File: config.mk
export PLATFORM = sky130hd
export DESIGN_NAME = c7bicu_fetch_resp_flat
export DESIGN_NICKNAME = d
export VERILOG_FILES = /design/src/rtl/c7bicu_fetch_resp_if.sv /design/src/rtl/c7bicu_fetch_resp.sv /design/src/flat_wrapper.sv
export SDC_FILE = /design/constraint.sdc
export NUM_CORES = 1
export LEC_CHECK = 0
export BUFFER_PORTS_ARGS = -buffer_cell sky130_fd_sc_hd__buf_4
export CAP_MARGIN = 10
export CORE_ASPECT_RATIO = 1.4
export CORE_MARGIN = 5
export CORE_UTILIZATION = 45
export DETAILED_ROUTE_END_ITERATION = 7
export PLACE_DENSITY = 0.64
export REMOVE_ABC_BUFFERS = 1
export SYNTH_ARGS = -nofsm -noshare
export SYNTH_HDL_FRONTEND = slang
export SYNTH_SLANG_ARGS = --single-unit
File: constraint.sdc
create_clock -name clk -period 2.5 [get_ports clk]
set_clock_uncertainty 0.05 [all_clocks]
set_input_delay 0 -clock clk [delete_from_list [all_inputs] [get_ports clk]]
set_output_delay 0 -clock clk [all_outputs]
set_load 0.005 [all_outputs]
File: src/rtl/c7bicu_fetch_resp_if.sv
// Bundle of the IFU fetch handshake and the BIU line-fill channel seen by the
// fetch responder. slave = the responder, master = the IFU/BIU side.
interface c7bicu_fetch_resp_if;
  logic        ifu_icu_req_ic1;
  logic [31:0] ifu_icu_addr_ic1;
  logic        icu_ifu_ack_ic1;
  logic        icu_ifu_data_valid_ic2;
  logic [31:0] icu_ifu_data_ic2;
  logic        icu_inv;
  logic        icu_biu_req;
  logic [31:0] icu_biu_addr;
  logic        biu_icu_ack;
  logic        biu_icu_rvalid;
  logic [31:0] biu_icu_rdata;

  modport slave (
    input  ifu_icu_req_ic1, ifu_icu_addr_ic1, icu_inv,
           biu_icu_ack, biu_icu_rvalid, biu_icu_rdata,
    output icu_ifu_ack_ic1, icu_ifu_data_valid_ic2, icu_ifu_data_ic2,
           icu_biu_req, icu_biu_addr
  );

  modport master (
    output ifu_icu_req_ic1, ifu_icu_addr_ic1, icu_inv,
           biu_icu_ack, biu_icu_rvalid, biu_icu_rdata,
    input  icu_ifu_ack_ic1, icu_ifu_data_valid_ic2, icu_ifu_data_ic2,
           icu_biu_req, icu_biu_addr
  );
endinterface

File: src/rtl/c7bicu_fetch_resp.sv
// Instruction-fetch responder with a single 4-word line buffer; a miss fills
// the line from the BIU and then returns the requested word.
module c7bicu_fetch_resp (
  input  logic               clk,
  input  logic               resetn,
  c7bicu_fetch_resp_if.slave bus
);
  typedef enum logic [2:0] {IDLE, CHK, MREQ, MDATA, RESP} state_t;

  state_t      state, state_nxt;
  logic [31:2] addr_q;
  logic [31:4] tag_q;
  logic        valid_q;
  logic        inv_seen_q;
  logic [1:0]  cnt_q;
  logic [31:0] line_q [4];
  logic        ack_q, data_valid_q;
  logic [31:0] data_q;
  logic        hit, fill_done;
  logic        ack_nxt, data_valid_nxt;
  logic        unused_addr_lsb;

  assign hit             = valid_q && (tag_q == addr_q[31:4]);
  assign fill_done       = (state == MDATA) && bus.biu_icu_rvalid && (cnt_q == 2'd3);
  assign unused_addr_lsb = ^bus.ifu_icu_addr_ic1[1:0];

  assign bus.icu_ifu_ack_ic1        = ack_q;
  assign bus.icu_ifu_data_valid_ic2 = data_valid_q;
  assign bus.icu_ifu_data_ic2       = data_q;
  assign bus.icu_biu_req            = (state == MREQ);
  assign bus.icu_biu_addr           = {addr_q[31:4], 4'b0000};

  // NOTE: state holds with <= so every flop samples pre-edge values together.
  always_ff @(posedge clk) begin
    if (!resetn) state <= IDLE;
    else         state <= state_nxt;
  end

  // NOTE: every output of this block gets a default first, so no latch forms.
  always_comb begin
    state_nxt      = state;
    ack_nxt        = 1'b0;
    data_valid_nxt = 1'b0;
    unique case (state)
      IDLE:  if (bus.ifu_icu_req_ic1) begin
               ack_nxt   = 1'b1;
               state_nxt = CHK;
             end
      CHK:   if (hit) begin
               data_valid_nxt = 1'b1;
               state_nxt      = IDLE;
             end else begin
               state_nxt = MREQ;
             end
      MREQ:  if (bus.biu_icu_ack) state_nxt = MDATA;
      MDATA: if (fill_done)       state_nxt = RESP;
      RESP:  begin
               data_valid_nxt = 1'b1;
               state_nxt      = IDLE;
             end
      default: state_nxt = IDLE;
    endcase
  end

  always_ff @(posedge clk) begin
    if (!resetn) begin
      addr_q       <= '0;
      tag_q        <= '0;
      valid_q      <= 1'b0;
      inv_seen_q   <= 1'b0;
      cnt_q        <= '0;
      ack_q        <= 1'b0;
      data_valid_q <= 1'b0;
      data_q       <= '0;
    end else begin
      ack_q        <= ack_nxt;
      data_valid_q <= data_valid_nxt;
      if (data_valid_nxt) data_q <= line_q[addr_q[3:2]];
      if (state == IDLE && bus.ifu_icu_req_ic1) addr_q <= bus.ifu_icu_addr_ic1[31:2];

      if (state == MREQ && bus.biu_icu_ack)         cnt_q <= '0;
      else if (state == MDATA && bus.biu_icu_rvalid) cnt_q <= cnt_q + 2'd1;

      // An invalidate seen anywhere in the fill keeps the new line unusable.
      if (state == CHK) inv_seen_q <= 1'b0;
      else if ((state == MREQ || state == MDATA) && bus.icu_inv) inv_seen_q <= 1'b1;

      if (fill_done) begin
        tag_q   <= addr_q[31:4];
        valid_q <= !(inv_seen_q || bus.icu_inv);
      end else if (bus.icu_inv) begin
        valid_q <= 1'b0;
      end
    end
  end

  // NOTE: line storage is not reset; valid_q alone qualifies its contents.
  always_ff @(posedge clk) begin
    if (resetn && state == MDATA && bus.biu_icu_rvalid) line_q[cnt_q] <= bus.biu_icu_rdata;
  end
endmodule
File: src/flat_wrapper.sv
// flat-port wrapper written by rule: the top's interface ports become plain ports
module c7bicu_fetch_resp_flat 
  (clk, resetn, bus_ifu_icu_req_ic1, bus_ifu_icu_addr_ic1, bus_icu_inv, bus_biu_icu_ack, bus_biu_icu_rvalid, bus_biu_icu_rdata, bus_icu_ifu_ack_ic1, bus_icu_ifu_data_valid_ic2, bus_icu_ifu_data_ic2, bus_icu_biu_req, bus_icu_biu_addr);
  c7bicu_fetch_resp_if bus_i ();
  input  logic clk;
  input  logic resetn;
  input wire logic [$bits(bus_i.ifu_icu_req_ic1)-1:0] bus_ifu_icu_req_ic1;
  input wire logic [$bits(bus_i.ifu_icu_addr_ic1)-1:0] bus_ifu_icu_addr_ic1;
  input wire logic [$bits(bus_i.icu_inv)-1:0] bus_icu_inv;
  input wire logic [$bits(bus_i.biu_icu_ack)-1:0] bus_biu_icu_ack;
  input wire logic [$bits(bus_i.biu_icu_rvalid)-1:0] bus_biu_icu_rvalid;
  input wire logic [$bits(bus_i.biu_icu_rdata)-1:0] bus_biu_icu_rdata;
  output wire logic [$bits(bus_i.icu_ifu_ack_ic1)-1:0] bus_icu_ifu_ack_ic1;
  output wire logic [$bits(bus_i.icu_ifu_data_valid_ic2)-1:0] bus_icu_ifu_data_valid_ic2;
  output wire logic [$bits(bus_i.icu_ifu_data_ic2)-1:0] bus_icu_ifu_data_ic2;
  output wire logic [$bits(bus_i.icu_biu_req)-1:0] bus_icu_biu_req;
  output wire logic [$bits(bus_i.icu_biu_addr)-1:0] bus_icu_biu_addr;
  assign bus_i.ifu_icu_req_ic1 = bus_ifu_icu_req_ic1;
  assign bus_i.ifu_icu_addr_ic1 = bus_ifu_icu_addr_ic1;
  assign bus_i.icu_inv = bus_icu_inv;
  assign bus_i.biu_icu_ack = bus_biu_icu_ack;
  assign bus_i.biu_icu_rvalid = bus_biu_icu_rvalid;
  assign bus_i.biu_icu_rdata = bus_biu_icu_rdata;
  assign bus_icu_ifu_ack_ic1 = bus_i.icu_ifu_ack_ic1;
  assign bus_icu_ifu_data_valid_ic2 = bus_i.icu_ifu_data_valid_ic2;
  assign bus_icu_ifu_data_ic2 = bus_i.icu_ifu_data_ic2;
  assign bus_icu_biu_req = bus_i.icu_biu_req;
  assign bus_icu_biu_addr = bus_i.icu_biu_addr;
  c7bicu_fetch_resp u_core (.clk(clk), .resetn(resetn), .bus(bus_i));
endmodule
* Word-level counts from Yosys, hierarchy flattened
Memory sizes are Yosys's and may differ from the RTL's. A register that Yosys moved wholly into a read port is not among the register bits. Index checks and enable logic that the tools add are counted.
Storage, ports and cells: logic and storage cells 50, bits in writable memories 128, flip-flop bits (word level) 67, input port bits 70, memories kept 1
Operators by class: eq/ne operators 9, bitwise operators 1, $add $sub $neg 1, muxes and demuxes 12, reductions and logical operators 18
Memories:
- u_core.line_q | words 4, width 32, read ports 1, clocked after Yosys merged registers in 1, wr ports 1, line c7bicu_fetch_resp.sv:16 | logic [31:0] line_q [4];
Operators by type and width (count):
- 28-bit equality test | 1
- 3-bit case mux with 4 select lines | 1
- 3-bit 2-to-1 mux | 3
- 1-bit logical AND | 8
- 3-bit by 2-bit equality test with 1-bit output (second input constant) | 2
- 1-bit 2-to-1 mux | 6
- 2-bit != test (second input constant) | 2
- 2-bit OR reduction | 2
- 3-bit by 1-bit equality test with 1-bit output (second input constant) | 1
- 3-bit equality test (second input constant) | 1
- 3-bit zero test | 1
- 3-bit AND reduction | 1
- 2-bit by 1-bit adder with 2-bit output (second input constant) | 1
- 2-bit equality test (second input constant) | 1
- 1-bit zero test | 2
- 1-bit logical OR | 2
- 2-bit 2-to-1 mux | 1
- 2-bit by 1-bit != test with 1-bit output (second input constant) | 1
- 1-bit case mux with 2 select lines | 1
- 2-bit AND reduction | 1
- 2-bit nonzero test | 1
- 1-bit inverter | 1

* Depth between registers and ports, before layout
depth after elaboration 5, gate-level depth with buffers 8, gate-level depth less buffers 6

* Worst setup path before layout
Ideal clock, no wire load.
kind reg-to-reg, from register u_core.state[0], to memory u_core.line_q[1][0], enable pin, setup time 0.392 ns, path slack 0.319 ns, buffers on the path 1, data required time 2.058 ns, arrival time 1.739 ns, clock period less this slack 2.181 ns, cell stages (with the launch flop) 5, cell sequence dfxtp_1 -> clkbuf_1 -> nand2b_1 -> nor2_4 -> and3_1
On the way: longest elaborated chain between the ends 5
Ends and longest elaborated chain:
- start: declaration | line c7bicu_fetch_resp.sv:10 | state_t state, state_nxt;
- start signal: assignment | line c7bicu_fetch_resp.sv:36 | else state <= state_nxt;
- 3-bit by 2-bit equality test with 1-bit output | line c7bicu_fetch_resp.sv:99 | if (resetn && state == MDATA && bus.biu_icu_rvalid) line_q[cnt_q] <= bus.biu_icu_rdata;
- 1-bit logical AND (2 in series) | line c7bicu_fetch_resp.sv:99
- 1-bit 2-to-1 mux | line c7bicu_fetch_resp.sv:99
- 1-bit 2-to-1 mux (implied by the code) | line c7bicu_fetch_resp.sv:99
- end: declaration | line c7bicu_fetch_resp.sv:16
No other way between the ends.

* Worst setup path after layout
from register u_core.addr_q[6] in the netlist's numbering, to register u_core.data_valid_q (netlist: u_core.bus.icu_ifu_data_valid_ic2)
On the way: longest elaborated chain between the ends 4
Ends and longest elaborated chain:
- start: declaration | line c7bicu_fetch_resp.sv:11 | logic [31:2] addr_q;
- start signal: assignment | line c7bicu_fetch_resp.sv:79 | if (state == IDLE && bus.ifu_icu_req_ic1) addr_q <= bus.ifu_icu_addr_ic1[31:2];
- 28-bit equality test | line c7bicu_fetch_resp.sv:23 | assign hit = valid_q && (tag_q == addr_q[31:4]);
- 1-bit logical AND | line c7bicu_fetch_resp.sv:23
- 1-bit 2-to-1 mux | line c7bicu_fetch_resp.sv:49 | CHK: if (hit) begin
- 1-bit case mux with 2 select lines | line c7bicu_fetch_resp.sv:44 | unique case (state)
- end signal: assignment | line c7bicu_fetch_resp.sv:77 | data_valid_q <= data_valid_nxt;
- end: declaration | line c7bicu_fetch_resp.sv:17 | logic ack_q, data_valid_q;
No other way between the ends. A chain may end at the register's enable or synchronous reset.

==> flow_metrics.py <==
metrics = {
    "status": {
        "status": "complete, no violations",
    },
    "layout": {
        "final_nets": 937,
        "fill_cells": 1580,
        "multi_input_area_mm2": 0.00277,
        "seq_area_mm2": 0.00583,
        "areaGrowthSynthToFinish_pct": 27.7,
        "diodes": 0,
        "instances_no_fill": 1131,
        "drive_gt1_share_pct": 25.6,
    },
    "synth": {
        "yosys.area.top_type_share_pct": 42.6,
        "synth.distinct_cells": 38,
        "synth-seq-cells": 227,
        "syn_area_mm2": 0.00903,
        "synth-async-reset-ratio_pct": 0,
        "synthFlopType": "edfxtp_1",
        "ys_top_cells_by_area": "edfxtp_1 43%, dfxtp_1 22%, mux4_2 8.0%",
        "synth_area_per_cell_um2": 13.1,
        "synth-edff-count": 128,
        "synthCells": 691,
        "synth_area_leader_cell": "edfxtp_1",
        "yosys_warnings": 0,
        "yosysSeqAreaShare_pct": 64.5,
    },
    "clock_network": {
        "path_clk_slew_ns": 0.06,
        "insertion_delay_ns": 0.49,
        "cts_resized": 0,
        "cts_tree": "yes",
        "clock-sinks": 227,
        "htree_levels": 1,
        "postCtsHoldBufs": 70,
        "cts_inserted_buffers": 23,
        "cts.path.max_buffers": 3,
        "postCtsSetupRepairBufs": 0,
        "cts_root_buf": "clkbuf_16",
    },
    "timing": {
        "tns_ns": 0,
        "rsz0062_at_grt": "false",
        "layout_min_cycle_time_ns": 2.19,
        "hold_viol_final": 0,
        "period_share_pct": 87.5,
        "finalSetupViolCount": 0,
        "slew_headroom_pct": 61.6,
        "timing.fmax_ghz": 0.457,
        "drv_slew": 0,
        "worst_pin_slew_ns": 0.576,
    },
    "worst_setup_path": {
        "path_max_fanout": 33,
        "cp.required_ns": 2.88,
        "arrival_ns": 2.57,
        "r2r_setup_slack_ns": 0.31,
        "start_kind": "flip-flop",
        "crit_type": "flip-flop to flip-flop",
        "endpoint_kind": "flip-flop",
    },
    "floorplan": {
        "dieArea_mm2": 0.0230,
        "die_h_um": 178,
        "rows": 61,
        "start_util_pct": 45.5,
        "ios": 137,
        "die_w_um": 130,
        "core_mm2": 0.0198,
    },
    "global_routing": {
        "grt_remaining_overflow": 0,
        "grt_use_total_pct": 16.0,
        "grt_start_max_net_pins": 61,
        "grt_pass1_vias": 5876,
        "grt_pass1_wl_um": 29700,
        "antenna_found_initial": 0,
    },
    "pwr": {
        "p_leak_nw": 4.50,
        "total_power_mw": 8.01,
        "vdd_drop_max_v": 0.000772,
        "p_per_area_mw_per_mm2": 694,
    },
    "place": {
        "port_buffers": 130,
        "placedCellCount": 1020,
        "dpl.hpwl_um": 11700,
        "globalplace.congestion": 0.769,
    },
    "detailed_routing": {
        "post_drt_via_cell_ratio": 4.98,
        "ant_nets": 0,
        "finalWirelength_um": 18400,
        "routedWlPerCell_um": 16.3,
        "first_pass_iters": 4,
        "route.detailed.drc": 0,
        "vias": 5635,
        "drt_iter0_drc": 251,
    },
    "min_path": {
        "worstHoldPathType": "input port to flip-flop",
    },
    "job": {
        "maxCapViolCount": 0,
    },
}
-- cells by family (layout without fill, tap and decap cells) --
logic type                 count (synthesis)  after routing  synth area share [%]
AOI/OAI and AO/OA                         73             73                  6.12
xor gates and xnor gates                  25             25                  2.42
adders and majority gates                  4              4                 0.554
buffers and inverters                     80            265                  5.00
DFF                                      227            227                  64.5
muxes                                     64             64                  11.5
other                                      1              4                0.0415
and+or+nand+nor                          217            217                  9.82
-- synthesized netlist by cell type, types with 6 or more instances --
| cell | count |
|---|---|
| a21boi_0 | 58 |
| buf_2 | 7 |
| clkbuf_1 | 30 |
| edfxtp_1 | 128 |
| nor2_1 | 7 |
| inv_1 | 8 |
| xor2_1 | 21 |
| nand2_1 | 185 |
| dfxtp_1 | 99 |
| mux2i_1 | 32 |
| mux4_2 | 32 |
| and3_1 | 6 |
| buf_4 | 32 |
-- layout by cell type (no fill, tap or decap), types with 3 or more instances in the layout --
cell type      synthesis  final
a221oi_1               3      3
ha_1                   4      4
and3_2                 0      4
xnor2_1                4      4
nor2_1                 7      7
a21oi_1                3      3
a21boi_0              58     58
clkinv_1               0      4
nor3_1                 4      4
nand2_1              185    185
dfxtp_1               99     97
dlygate4sd3_1          0     70
xor2_1                21     21
buf_12                 0      5
mux4_2                32     32
clkinv_2               0      4
edfxtp_1             128    128
nand4_1                3      3
nor4_1                 4      4
inv_1                  8      8
mux2i_1               32     32
clkbuf_16              0     23
buf_4                 32    141
conb_1                 1      4
-- metal layers --
layer	global-route usage [%]	vias to the layer above	wire length (µm)
met1	19.8	2733	7510
met2	28.6	143	9400
met3	3.31	22	1250
li1	-	2737	-
met5	0	-	0
met4	3.42	0	278
-- per-stage QoR --
step / util, % / hold slack (ns) / cell area (µm²) / setup slack, ns
floorplan: - / 0.0261 / 8620 / -0.0849
global placement: 50.9 / 0.123 / 10100 / 0.265
detailed placement: 50.9 / 0.122 / 10100 / 0.266
CTS: 58.1 / 0.173 / 11500 / 0.239
global route: 58.1 / 0.172 / 11500 / 0.198
finish: 58.1 / 0.183 / 11500 / 0.311
-- critical path: stages, from the launching register on --
cell and delay [ns]:
dfxtp_1 0.34, xor2_1 0.16, nor4_1 0.41, nand4_1 0.20
nor4_2 0.38, a22oi_2 0.12, buf_12 0.22, and2b_2 0.23
-- state kept, by name, summed over array words and instances, names as in the netlist --
register,flops
u_core.bus.icu_ifu_data_valid_ic2,1
u_core.bus.icu_ifu_ack_ic1,1
u_core.valid_q,1
u_core.bus.icu_ifu_data_ic2,32
u_core.tag_q,28
u_core.state,3
u_core.line_q,128
u_core.inv_seen_q,1
u_core.addr_q,30
u_core.cnt_q,2
-- power by group --
group / internal, mW / switching [mW] / leakage [nW] / total, mW
clock: 1.95 / 1.35 / 0.355 / 3.30
combinational: 0.360 / 0.286 / 2.19 / 0.646
sequential: 4.00 / 0.0724 / 1.95 / 4.07
-- cell type report --
class,count,area share [%]
inverter,8,0.260
timing repair buffer,216,16.1
sequential,227,50.5
clock buffer,27,5.29
clock inverter,14,1.07
tap,252,2.73
multi-input combinational,387,24.0
-- path summary, 6_finish.rpt --
kind / from / end / cells past startpoint
hold reg to reg: u_core.bus.icu_ifu_data_ic2[3]$_SDFFE_PN0P_ / u_core.bus.icu_ifu_data_ic2[3]$_SDFFE_PN0P_ / 2
setup / recovery: u_core.addr_q[6]$_SDFFE_PN0P_ / u_core.bus.icu_ifu_data_valid_ic2$_SDFF_PN0_ / 7
setup reg to reg: u_core.addr_q[6]$_SDFFE_PN0P_ / u_core.bus.icu_ifu_data_valid_ic2$_SDFF_PN0_ / 7
hold / removal: bus_icu_inv / u_core.valid_q$_SDFFE_PN0P_ / 3
No activity file was read; power rests on OpenSTA's default activity.
